## src/rtl/mipi_line_rd_ctrl_pkg.sv

```systemverilog
// -----------------------------------------------------------------------------
// mipi_line_pkg
// Shared types and width helpers for the MIPI TX line read controller.
//   state_e    : controller FSM states
//   tx_word_t  : one stream word bundled with its sof/sol/eol markers
//   cnt_w()    : bits needed to hold 0..max_val (never less than 1)
//   idx_w()    : bits needed to index 0..n-1 (never less than 1)
// -----------------------------------------------------------------------------
package mipi_line_pkg;

  localparam int DATA_W     = 32;
  localparam int SKID_DEPTH = 2;
  localparam int OCC_W      = 2;

  typedef enum logic [2:0] {
    ST_IDLE       = 3'd0,
    ST_WAIT_LEVEL = 3'd1,
    ST_BURST      = 3'd2,
    ST_DRAIN      = 3'd3,
    ST_GAP        = 3'd4
  } state_e;

  // Markers ride alongside the data word so they stay aligned through the skid.
  typedef struct packed {
    logic              sof;
    logic              sol;
    logic              eol;
    logic [DATA_W-1:0] data;
  } tx_word_t;

  function automatic int cnt_w(input int max_val);
    return (max_val < 2) ? 1 : $clog2(max_val + 1);
  endfunction

  function automatic int idx_w(input int n);
    return (n <= 2) ? 1 : $clog2(n);
  endfunction

endpackage

```

## src/rtl/mipi_line_rd_ctrl_if.sv

```systemverilog
// -----------------------------------------------------------------------------
// mipi_line_rd_ctrl_if
// Bundles the FIFO read port and the TX stream of the line read controller.
//   FIFO side : fifo_ren (ctrl->fifo), fifo_rdata, fifo_rempty, fifo_prog_empty
//   TX side   : tx_data, tx_valid, tx_sof, tx_sol, tx_eol (ctrl->sink), tx_ready
// modport master : the controller
// modport slave  : the environment (FIFO + packetizer)
// -----------------------------------------------------------------------------
interface mipi_line_rd_ctrl_if;
  import mipi_line_pkg::*;

  logic              fifo_ren;
  logic [DATA_W-1:0] fifo_rdata;
  logic              fifo_rempty;
  logic              fifo_prog_empty;

  logic [DATA_W-1:0] tx_data;
  logic              tx_valid;
  logic              tx_ready;
  logic              tx_sof;
  logic              tx_sol;
  logic              tx_eol;

  modport master (
    output fifo_ren,
    input  fifo_rdata,
    input  fifo_rempty,
    input  fifo_prog_empty,
    output tx_data,
    output tx_valid,
    input  tx_ready,
    output tx_sof,
    output tx_sol,
    output tx_eol
  );

  modport slave (
    input  fifo_ren,
    output fifo_rdata,
    output fifo_rempty,
    output fifo_prog_empty,
    input  tx_data,
    input  tx_valid,
    output tx_ready,
    input  tx_sof,
    input  tx_sol,
    input  tx_eol
  );

endinterface

```

## src/rtl/mipi_line_rd_ctrl_fifo_rd_skid2.sv

```systemverilog
// -----------------------------------------------------------------------------
// fifo_rd_skid2
// Two-entry skid buffer between a 1-cycle-latency FIFO read stream and a
// ready/valid sink. When empty, an arriving word is presented to the sink in
// the same cycle (bypass); otherwise words leave in arrival order from storage.
// Ports:
//   i_clk, i_rst  : clock, synchronous active-high reset
//   i_in_valid    : a FIFO word (with markers) is present on i_in_word
//   i_in_word     : incoming word + markers
//   o_out_valid   : output word valid
//   o_out_word    : output word + markers (zero when not valid)
//   i_out_ready   : sink accepts the output word
//   o_occ         : number of stored words (0..2), excludes the bypass word
// The producer must guarantee o_occ + words-in-flight never exceeds 2.
// -----------------------------------------------------------------------------
module fifo_rd_skid2
  import mipi_line_pkg::*;
(
  input  logic             i_clk,
  input  logic             i_rst,
  input  logic             i_in_valid,
  input  tx_word_t         i_in_word,
  output logic             o_out_valid,
  output tx_word_t         o_out_word,
  input  logic             i_out_ready,
  output logic [OCC_W-1:0] o_occ
);

  tx_word_t         r_mem [SKID_DEPTH];
  logic             r_wr_ptr;
  logic             r_rd_ptr;
  logic [OCC_W-1:0] r_occ;

  logic     w_has_data;
  logic     w_push;
  logic     w_pop;
  tx_word_t w_sel;

  assign w_has_data  = (r_occ != '0);
  assign o_out_valid = w_has_data | i_in_valid;

  // An arriving word is stored unless it bypasses straight to an idle,
  // ready sink.
  assign w_push = i_in_valid & ~(~w_has_data & i_out_ready);
  assign w_pop  = w_has_data & i_out_ready;

  assign w_sel      = w_has_data ? r_mem[r_rd_ptr] : i_in_word;
  assign o_out_word = o_out_valid ? w_sel : '0;
  assign o_occ      = r_occ;

  // Storage needs no reset: r_occ alone says which entries are live.
  for (genvar gi = 0; gi < SKID_DEPTH; gi++) begin : g_entry
    always_ff @(posedge i_clk) begin
      if (w_push && (r_wr_ptr == 1'(gi))) begin
        r_mem[gi] <= i_in_word;
      end
    end
  end

  always_ff @(posedge i_clk) begin
    if (i_rst) begin
      r_wr_ptr <= 1'b0;
      r_rd_ptr <= 1'b0;
      r_occ    <= '0;
    end else begin
      if (w_push) r_wr_ptr <= ~r_wr_ptr;
      if (w_pop)  r_rd_ptr <= ~r_rd_ptr;
      r_occ <= r_occ + OCC_W'(w_push) - OCC_W'(w_pop);
    end
  end

endmodule

```

## src/rtl/mipi_line_rd_ctrl.sv

```systemverilog
// -----------------------------------------------------------------------------
// mipi_line_rd_ctrl
// Read-side line scheduler for the pixel FIFO feeding the MIPI TX packetizer.
// Waits for a full line in the FIFO, bursts exactly LINE_WORDS words out to a
// ready/valid stream tagged with sof/sol/eol, repeats for LINES lines and
// inserts LINE_GAP idle cycles between lines.
// Parameters:
//   LINE_WORDS : words per line (also the FIFO prog-empty threshold)
//   LINES      : lines per frame
//   LINE_GAP   : idle cycles between a line's last word and the next level check
// Ports:
//   rclk, reset : clock, synchronous active-high reset
//   frame_start : pulse, starts a frame when idle
//   frame_done  : pulse the cycle after the frame's last word transfers
//   underflow   : sticky, FIFO went empty mid-line; cleared by frame start
//   busy        : controller not idle
//   bus         : FIFO read port and TX stream (master modport)
// -----------------------------------------------------------------------------
module mipi_line_rd_ctrl
  import mipi_line_pkg::*;
#(
  parameter int LINE_WORDS = 810,
  parameter int LINES      = 1920,
  parameter int LINE_GAP   = 16
) (
  input  logic rclk,
  input  logic reset,
  input  logic frame_start,
  output logic frame_done,
  output logic underflow,
  output logic busy,
  mipi_line_rd_ctrl_if.master bus
);

  localparam int CNT_W  = cnt_w(LINE_WORDS);
  localparam int LINE_W = idx_w(LINES);
  localparam int GAP_W  = cnt_w(LINE_GAP);

  localparam logic [CNT_W-1:0]  LW_C      = CNT_W'(LINE_WORDS);
  localparam logic [CNT_W-1:0]  LW_LAST   = CNT_W'(LINE_WORDS - 1);
  localparam logic [LINE_W-1:0] LINE_LAST = LINE_W'(LINES - 1);
  localparam logic [GAP_W-1:0]  GAP_LOAD  = GAP_W'((LINE_GAP > 0) ? LINE_GAP - 1 : 0);

  state_e r_state;
  state_e w_state_next;

  logic [CNT_W-1:0]  r_rd_cnt;
  logic [CNT_W-1:0]  r_out_cnt;
  logic [LINE_W-1:0] r_line_cnt;
  logic [GAP_W-1:0]  r_gap_cnt;

  // Markers for the word currently in flight from the FIFO.
  logic r_inflight;
  logic r_in_sof;
  logic r_in_sol;
  logic r_in_eol;

  logic r_underflow;
  logic r_frame_done;

  logic             w_fifo_ren;
  logic             w_busy;
  logic [OCC_W-1:0] w_skid_occ;
  tx_word_t         w_skid_in;
  tx_word_t         w_skid_out;
  logic             w_tx_valid;
  logic             w_xfer;
  logic             w_frame_accept;
  logic             w_start_burst;
  logic             w_burst_done;
  logic             w_last_xfer;
  logic             w_last_line;

  assign w_frame_accept = (r_state == ST_IDLE) & frame_start;
  assign w_start_burst  = (r_state == ST_WAIT_LEVEL) & ~bus.fifo_prog_empty;
  assign w_xfer         = w_tx_valid & bus.tx_ready;
  assign w_last_line    = (r_line_cnt == LINE_LAST);
  // Leave BURST on the read that completes the line so the last word can
  // already transfer in DRAIN; this keeps back-to-back throughput at one word
  // per cycle with no extra turnaround.
  assign w_burst_done   = w_fifo_ren & (r_rd_cnt == LW_LAST);
  assign w_last_xfer    = (r_state == ST_DRAIN) & w_xfer & (r_out_cnt == LW_LAST);

  // ---------------------------------------------------------------------------
  // FSM: state register
  // ---------------------------------------------------------------------------
  always_ff @(posedge rclk) begin
    if (reset) begin
      r_state <= ST_IDLE;
    end else begin
      r_state <= w_state_next;
    end
  end

  // ---------------------------------------------------------------------------
  // FSM: next state
  // ---------------------------------------------------------------------------
  always_comb begin
    w_state_next = r_state;
    unique case (r_state)
      ST_IDLE: begin
        if (frame_start) w_state_next = ST_WAIT_LEVEL;
      end
      ST_WAIT_LEVEL: begin
        if (!bus.fifo_prog_empty) w_state_next = ST_BURST;
      end
      ST_BURST: begin
        if (w_burst_done) w_state_next = ST_DRAIN;
      end
      ST_DRAIN: begin
        if (w_last_xfer) begin
          if (w_last_line)        w_state_next = ST_IDLE;
          else if (LINE_GAP == 0) w_state_next = ST_WAIT_LEVEL;
          else                    w_state_next = ST_GAP;
        end
      end
      ST_GAP: begin
        if (r_gap_cnt == '0) w_state_next = ST_WAIT_LEVEL;
      end
      default: w_state_next = ST_IDLE;
    endcase
  end

  // ---------------------------------------------------------------------------
  // FSM: outputs
  // Reads only in BURST, never past the line, and only while the skid buffer
  // plus the word in flight leaves room for the word this read will return.
  // ---------------------------------------------------------------------------
  always_comb begin
    w_fifo_ren = 1'b0;
    w_busy     = (r_state != ST_IDLE);
    if (r_state == ST_BURST) begin
      w_fifo_ren = ~bus.fifo_rempty & (r_rd_cnt < LW_C) &
                   ((3'(w_skid_occ) + 3'(r_inflight)) < 3'd2);
    end
  end

  // ---------------------------------------------------------------------------
  // Counters, in-flight markers and status flags
  // ---------------------------------------------------------------------------
  always_ff @(posedge rclk) begin
    if (reset) begin
      r_rd_cnt     <= '0;
      r_out_cnt    <= '0;
      r_line_cnt   <= '0;
      r_gap_cnt    <= '0;
      r_inflight   <= 1'b0;
      r_in_sof     <= 1'b0;
      r_in_sol     <= 1'b0;
      r_in_eol     <= 1'b0;
      r_underflow  <= 1'b0;
      r_frame_done <= 1'b0;
    end else begin
      if (w_start_burst)   r_rd_cnt <= '0;
      else if (w_fifo_ren) r_rd_cnt <= r_rd_cnt + CNT_W'(1);

      if (w_start_burst) r_out_cnt <= '0;
      else if (w_xfer)   r_out_cnt <= r_out_cnt + CNT_W'(1);

      if (w_frame_accept)                  r_line_cnt <= '0;
      else if (w_last_xfer && !w_last_line) r_line_cnt <= r_line_cnt + LINE_W'(1);

      if (w_last_xfer)                                  r_gap_cnt <= GAP_LOAD;
      else if ((r_state == ST_GAP) && (r_gap_cnt != '0)) r_gap_cnt <= r_gap_cnt - GAP_W'(1);

      // Markers are decided at read time; words leave in read order, so the
      // read index equals the output index of the same word.
      r_inflight <= w_fifo_ren;
      r_in_sol   <= w_fifo_ren & (r_rd_cnt == '0);
      r_in_eol   <= w_fifo_ren & (r_rd_cnt == LW_LAST);
      r_in_sof   <= w_fifo_ren & (r_rd_cnt == '0) & (r_line_cnt == '0);

      // A mid-line empty FIFO stalls the read but is flagged until next frame.
      if (w_frame_accept) begin
        r_underflow <= 1'b0;
      end else if ((r_state == ST_BURST) && bus.fifo_rempty && (r_rd_cnt < LW_C)) begin
        r_underflow <= 1'b1;
      end

      r_frame_done <= w_last_xfer & w_last_line;
    end
  end

  // ---------------------------------------------------------------------------
  // Skid buffer
  // ---------------------------------------------------------------------------
  always_comb begin
    w_skid_in      = '0;
    w_skid_in.sof  = r_in_sof;
    w_skid_in.sol  = r_in_sol;
    w_skid_in.eol  = r_in_eol;
    w_skid_in.data = bus.fifo_rdata;
  end

  fifo_rd_skid2 u_skid (
    .i_clk       (rclk),
    .i_rst       (reset),
    .i_in_valid  (r_inflight),
    .i_in_word   (w_skid_in),
    .o_out_valid (w_tx_valid),
    .o_out_word  (w_skid_out),
    .i_out_ready (bus.tx_ready),
    .o_occ       (w_skid_occ)
  );

  assign bus.fifo_ren = w_fifo_ren;
  assign bus.tx_valid = w_tx_valid;
  assign bus.tx_data  = w_skid_out.data;
  assign bus.tx_sof   = w_skid_out.sof;
  assign bus.tx_sol   = w_skid_out.sol;
  assign bus.tx_eol   = w_skid_out.eol;

  assign frame_done = r_frame_done;
  assign underflow  = r_underflow;
  assign busy       = w_busy;

endmodule

```

## src/flat_wrapper.sv

```systemverilog
// flat-port wrapper written by rule: the top's interface ports become plain ports
module mipi_line_rd_ctrl_flat import mipi_line_pkg::*;
#(
  parameter int LINE_WORDS = 810,
  parameter int LINES      = 1920,
  parameter int LINE_GAP   = 16
)
  (rclk, reset, frame_start, frame_done, underflow, busy, bus_fifo_ren, bus_fifo_rdata, bus_fifo_rempty, bus_fifo_prog_empty, bus_tx_data, bus_tx_valid, bus_tx_ready, bus_tx_sof, bus_tx_sol, bus_tx_eol);
  mipi_line_rd_ctrl_if bus_i ();
  input  logic rclk;
  input  logic reset;
  input  logic frame_start;
  output logic frame_done;
  output logic underflow;
  output logic busy;
  output wire logic [$bits(bus_i.fifo_ren)-1:0] bus_fifo_ren;
  input wire logic [$bits(bus_i.fifo_rdata)-1:0] bus_fifo_rdata;
  input wire logic [$bits(bus_i.fifo_rempty)-1:0] bus_fifo_rempty;
  input wire logic [$bits(bus_i.fifo_prog_empty)-1:0] bus_fifo_prog_empty;
  output wire logic [$bits(bus_i.tx_data)-1:0] bus_tx_data;
  output wire logic [$bits(bus_i.tx_valid)-1:0] bus_tx_valid;
  input wire logic [$bits(bus_i.tx_ready)-1:0] bus_tx_ready;
  output wire logic [$bits(bus_i.tx_sof)-1:0] bus_tx_sof;
  output wire logic [$bits(bus_i.tx_sol)-1:0] bus_tx_sol;
  output wire logic [$bits(bus_i.tx_eol)-1:0] bus_tx_eol;
  assign bus_fifo_ren = bus_i.fifo_ren;
  assign bus_i.fifo_rdata = bus_fifo_rdata;
  assign bus_i.fifo_rempty = bus_fifo_rempty;
  assign bus_i.fifo_prog_empty = bus_fifo_prog_empty;
  assign bus_tx_data = bus_i.tx_data;
  assign bus_tx_valid = bus_i.tx_valid;
  assign bus_i.tx_ready = bus_tx_ready;
  assign bus_tx_sof = bus_i.tx_sof;
  assign bus_tx_sol = bus_i.tx_sol;
  assign bus_tx_eol = bus_i.tx_eol;
  mipi_line_rd_ctrl #(.LINE_WORDS(LINE_WORDS), .LINES(LINES), .LINE_GAP(LINE_GAP)) u_core (.rclk(rclk), .reset(reset), .frame_start(frame_start), .frame_done(frame_done), .underflow(underflow), .busy(busy), .bus(bus_i));
endmodule
```

## config.mk

```make
export PLATFORM = sky130hd
export DESIGN_NAME = mipi_line_rd_ctrl_flat
export DESIGN_NICKNAME = d
export VERILOG_FILES = /design/src/rtl/mipi_line_rd_ctrl_pkg.sv /design/src/rtl/mipi_line_rd_ctrl_if.sv /design/src/rtl/mipi_line_rd_ctrl_fifo_rd_skid2.sv /design/src/rtl/mipi_line_rd_ctrl.sv /design/src/flat_wrapper.sv
export SDC_FILE = /design/constraint.sdc
export NUM_CORES = 1
export LEC_CHECK = 0
export BUFFER_PORTS_ARGS = -buffer_cell sky130_fd_sc_hd__buf_2
export CORE_MARGIN = 2
export CORE_UTILIZATION = 40
export CTS_BUF_LIST = sky130_fd_sc_hd__clkbuf_4
export CTS_CLUSTER_SIZE = 16
export DETAILED_ROUTE_END_ITERATION = 16
export MAX_ROUTING_LAYER = met4
export PLACE_DENSITY = 0.64
export SLEW_MARGIN = 10
export SYNTH_ARGS = -nofsm -noshare
export SYNTH_HDL_FRONTEND = slang
export SYNTH_SLANG_ARGS = --single-unit
```

## constraint.sdc

```tcl
create_clock -name rclk -period 3.7 [get_ports rclk]
set_input_delay 0.555 -clock rclk [delete_from_list [all_inputs] [get_ports rclk]]
set_output_delay 0.555 -clock rclk [all_outputs]
set_load 0.005 [all_outputs]
```

==> flow_summary.yaml, run 1 <==
detailed_routing:
  initialDrtViolationCount: 220
  num_vias: 3876
  drc: 0
  ant_nets: 0
  viasPerCell: 5.17
  wl_mm: 10.8
  firstDrtPassIters: 5
  wl_per_cell_um: 14.4
sta:
  final.min_clock_period_ns: 2.88
  hold_viol: 0
  fmax_mhz: 347
  post-route-period-util_pct: 77.8
  setup_violations: 0
  final_max_slew_viol_count: 0
  worst_pin_slew_ns: 1.13
  fin_setup_tns_ns: 0
  finClkSkew_ns: 0.0133
  rsz0062_at_grt: "false"
  max_slew_margin_pct: 24.4
yosys:
  syn_inst: 485
  synth_area_um2: 5360
  yosysTopAreaCell: "edfxtp_1"
  yosys_warnings: 0
  synth_fp_nets: 533
  avgSynthCellArea_um2: 11.0
  synth_cell_type_count: 46
  synth_area_leaders: "edfxtp_1 (39%), dfxtp_1 (19%), mux2i_1 (7.3%)"
  synth-seq-cells: 120
  yosysSeqAreaShare_pct: 57.9
  synth_top_area_share_pct: 39.2
worst_setup_path:
  start_kind: "flop"
  worstPathRequired_ns: 3.14
  cp_max_fo: 28
  cpPeakStageDelay_ns: 0.49
  crit_arrival_ns: 2.32
  crit_chain: "buf_4 > a211oi_1 > nand3_1 > inv_1 > buf_2"
  worstSetupPathType: "flop to output pin"
  reg2reg_slack_ns: 1.35
  critPathSlowestCell: "a211oi_1"
  end_kind: "output pin"
cells_and_area:
  fin_util_pct: 47.7
  fillCellCount: 1227
  instances_no_fill: 750
  area_delta_synth_final_pct: 17.1
  antennaDiodeCount: 0
  multi_input_area_um2: 2120
  drive_gt1_share_pct: 21.6
  regArea_um2: 3100
  final_common_cell: "buf_2"
  nets: 609
  final_cell_mix: "buf_2 (77), edfxtp_1 (70), dfxtp_1 (49)"
  final_area_um2: 6270
die:
  die_area_um2: 14300
  ios: 78
  initial_core_util_pct: 40.8
  core_um2: 13100
  die_w_um: 120
  rows: 42
  fp.dieH_um: 120
clock_tree:
  cts_root_buf: "clkbuf_4"
  cts_tree: "yes"
  clk_path_buf_depth: 2
  clkTransAtPathRegs_ns: 0.10
  post_cts_resized: 0
  ctsHtreeMaxLevel: 4
  clock_sinks: 120
  hold_buffers: 0
  clock_latency_ns: 0.51
  post-cts-setup-buffer-count: 0
  cts-buffers-inserted: 17
run:
  maxCapViolations: 0
pwr:
  powerDensity_nw_per_um2: 515
  p_leak_uw: 0.00229
  power_uw: 3230
  vdd.ir_drop.worst_mv: 0.211
global_routing:
  first_global_vias: 3746
  overflow: 0
  grt_max_degree: 72
  grt_pass1_wl_mm: 17.8
  gr-usage-all-layers_pct: 16.2
  antenna_found_initial: 0
run_status:
  status: "complete, no violations"
placement:
  dp.cells: 718
  port_buffers: 77
  gp_congestion: 0.864
  post_dp_cell_area_um2: 5920
  dp_hpwl_mm: 7.23
worst_hold_path:
  hold_path.class: "input port to flop"
area by class of cell:
type / count / area share [%]
Tap cell: 176 / 3.51
Timing Repair Buffer: 81 / 6.63
Sequential cell: 120 / 49.5
Clock inverter: 13 / 3.23
Clock buffer: 19 / 2.27
Inverter: 16 / 0.958
Multi-Input combinational cell: 325 / 33.9
state kept, by name, summed over array words and instances, names as in the netlist, 2 cells and up, named ones only:
name and cells:
u_core.r_gap_cnt 5, u_core.r_line_cnt 11, u_core.r_out_cnt 10, u_core.r_rd_cnt 10
u_core.r_state 3, u_core.u_skid.o_occ 2, u_core.u_skid.r_mem 70
logic make-up (layout without fill, tap and decap cells):
kind of cell / Yosys count / in the layout / synth area share, %
and+or+nand+nor: 175 / 175 / 17.1
DFF: 120 / 120 / 57.9
AOI/OAI and AO/OA: 75 / 75 / 8.22
buffers and inverters: 40 / 129 / 2.83
muxes: 39 / 39 / 7.29
xor gates and xnor gates: 26 / 26 / 4.25
adders and majority gates: 10 / 10 / 2.34
per-stage QoR:
stage / setup WS (ns) / hold slack (ns)
2_1_floorplan: 1.01 / 0.426
3_3_place_gp: 1.37 / 0.437
3_5_place_dp: 1.38 / 0.449
4_1_cts: 0.826 / 0.207
5_1_grt: 0.598 / 0.193
6_report: 0.820 / 0.247
critical path, delay by kind of cell, from the launching register on:
family          cells  cell delay, ns
compound gates      1            0.49
simple gates        1            0.33
flops               1            0.45
buf+inv             3            0.53
worst paths after layout:
check / cells after the start / endpoint / from
worst max-delay path: 5 / bus_fifo_ren / u_core.r_inflight
worst min-delay path: 1 / u_core.u_skid.r_mem[1][11] / bus_fifo_rdata[11]
worst max register to register: 6 / u_core.r_state[2] / u_core.r_inflight
worst min register to register: 0 / u_core.u_skid.r_mem[0][34] / u_core.r_in_sof
cell usage after synthesis (all sizes together):
library cell,count
clkbuf,19
a311o,1
or3,8
a31oi,3
o31a,1
a211o,1
nor3,11
ha,10
a21oi,16
o211ai,1
xor2,11
nand3b,1
nor4bb,1
and4,3
nand3,44
a31o,2
nor4,7
xnor2,15
buf,5
and4b,1
nand2b,2
nor2,45
o21ai,40
dfxtp,50
nor4b,2
inv,16
edfxtp,70
nand2,21
nand4,13
o211a,1
and3b,1
a2111o,1
a211oi,3
a41o,1
nand4b,3
and3,7
a21o,4
mux2i,39
nor2b,3
or3b,2
per-layer routing:
metal	vias to the layer above	part of all wire [%]	wire length [um]	track usage (%)
met5	-	0	0	-
met3	13	5.3	570	4.66
met1	1825	46	4930	19.9
met4	0	1.4	150	6.18
met2	96	48	5120	25.5
li1	1942	-	-	-
power by group:
group,switching [uW],internal [uW]
registers,98.3,1440
logic,330,273
clock network,470,617
total,898,2330
(Power assumes the default switching activity.)
==> inputs of run 2 (changes only) <==
- clock period: 3.7 -> 2.7 ns (I/O delays scaled with it)
==> run 2 against run 1 <==
Effect of this change: power increased by 32%; critical path depth unchanged; final cell count increased by 0.13%; clock power increased by 18%; die area unchanged; combinational power increased by 55%; hold slack got worse by 0.17 ns; first-iteration DRC count increased by 18%.
==> flow_summary.yaml, run 2 (synthesis results as in run 1) <==
cells_and_area:
  antennaDiodeCount: 0
  nets: 610
  largest_register_ffs: 70
  instances_no_fill: 751
  drive_gt1_share_pct: 22.1
  final_cell_mix: "buf_2 (77), edfxtp_1 (70), dfxtp_1 (48)"
  top_register: "u_core.u_skid.r_mem"
  top_regs: "u_core.u_skid.r_mem (70), u_core.r_line_cnt (11)"
  final_common_cell: "buf_2"
  area_delta_synth_final_pct: 17.4
global_routing:
  gr-usage-all-layers_pct: 16.2
  grt_pass1_wl_mm: 17.9
  first_global_vias: 3606
  grt_max_degree: 71
  overflow: 0
  antenna_found_initial: 0
worst_setup_path:
  cpPeakStageDelay_ns: 0.46
  end_kind: "output pin"
  crit_arrival_ns: 2.13
  reg2reg_to: "u_core.r_line_cnt[7]"
  crit_path_start: "u_core.r_state[2]"
  crit_end: "bus_fifo_ren"
  reg2reg_slack_ns: 0.30
  reg2reg_depth: 5
  start_kind: "flop"
  cp_max_fo: 11
  crit_buf_inv: 2
  crit_chain: "or3b_1 > a211oi_4 > nand3_2 > inv_1 > buf_2"
  critPathSlowestCell: "or3b_1"
  reg2reg_from: "u_core.r_inflight"
  worstSetupPathType: "flop to output pin"
  path_delay_family: "simple AND/OR/NAND/NOR gates"
  worstPathRequired_ns: 2.30
  crit_cells: 5
die:
  ios: 78
  die_w_um: 120
  rows: 42
  fp.dieH_um: 120
  core_um2: 13100
  initial_core_util_pct: 40.8
  die_area_um2: 14300
worst_hold_path:
  hold_path.class: "input port to flop"
detailed_routing:
  initialDrtViolationCount: 259
  ant_nets: 0
  num_vias: 3866
  wl_mm: 10.7
  wl_per_cell_um: 14.3
  drc: 0
  firstDrtPassIters: 4
  viasPerCell: 5.15
clock_tree:
  clock_latency_ns: 0.53
  clk_path_buf_depth: 2
  clkTransAtPathRegs_ns: 0.10
  cts_tree: "yes"
  hold_buffers: 0
  clock_sinks: 120
  ctsHtreeMaxLevel: 4
  cts-buffers-inserted: 17
  cts_root_buf: "clkbuf_4"
sta:
  setup_violations: 0
  final.min_clock_period_ns: 2.53
  final_max_slew_viol_count: 0
  finClkSkew_ns: 0.0117
  hold_viol: 0
  max_slew_margin_pct: 56.3
  fmax_mhz: 395
  worst_pin_slew_ns: 0.656
  fin_setup_tns_ns: 0
  rsz0062_at_grt: "false"
  holdWs_ns: 0.0726
  post-route-period-util_pct: 93.7
placement:
  dp_hpwl_mm: 7.18
  dp.cells: 719
  gp_congestion: 0.894
  port_buffers: 77
pwr:
  p_leak_uw: 0.00228
  powerDensity_nw_per_um2: 676
  vdd.ir_drop.worst_mv: 0.314
run:
  maxCapViolations: 0
run_status:
  status: "complete, no violations"
run 2: repair_timing:
item                                   CTS  global route
endpoints found under the hold margin    0             0
setup endpoints to repair                1             1
buffers inserted                         0             0
cloned                                   0             0
gates resized for setup                  2             3
run 2: how the worst min path moves through the flow:
stage / startpoint / end / slack [ns] / cells past startpoint
after CTS: bus_fifo_rdata[26] / u_core.u_skid.r_mem[0][26] / 0.03 / 1
after floorplan: u_core.r_in_eol / u_core.u_skid.r_mem[0][32] / 0.43 / 0
after global routing: bus_fifo_rdata[29] / u_core.u_skid.r_mem[0][29] / 0.02 / 1
after detailed placement: u_core.r_in_sol / u_core.u_skid.r_mem[1][33] / 0.46 / 0
final: bus_fifo_rdata[11] / u_core.u_skid.r_mem[1][11] / 0.07 / 1
after global placement: u_core.r_in_sof / u_core.u_skid.r_mem[0][34] / 0.44 / 0
run 2: final cells by class:
type                       count  area [um2]
clock inverter                14         158
clock buffer                  18         135
inverter                      16        60.1
tap                          176         220
sequential                   120        3110
timing repair buffer          82         460
fill                        1249        6850
multi-input combinational    325        2150
run 2: power by group:
group | switching [uW] | total [uW] | internal [uW]
clock network | 654 | 1290 | 640
logic | 547 | 936 | 389
registers | 47.8 | 2020 | 1970
total | 1250 | 4250 | 3000
run 2: routing by layer:
| layer | track usage (%) | part of all wire [%] |
|---|---|---|
| met2 | 24.7 | 47 |
| met4 | 6.18 | 1.7 |
| met5 | - | 0 |
| met3 | 4.56 | 5.0 |
| met1 | 20.6 | 46 |
run 2: worst register-to-register path, cell delays in order (launching register included):
cell and delay, ns:
dfxtp_1 0.69, o31a_1 0.35, nand4_1 0.29, nor4_2 0.57, a31oi_1 0.17, a41o_1 0.22
run 2: through the flow:
| step | power, uW | util, % | worst slack, ns | area [um2] |
|---|---|---|---|---|
| floorplan | 2640 | - | 0.00766 | 5360 |
| global placement | 3000 | 45.4 | 0.485 | 5970 |
| detailed placement | 3010 | 45.4 | 0.336 | 5970 |
| CTS | 4320 | 47.8 | 0.0393 | 6270 |
| global route | 4490 | 47.9 | 0.0127 | 6290 |
| finish | 4250 | 47.9 | 0.169 | 6290 |
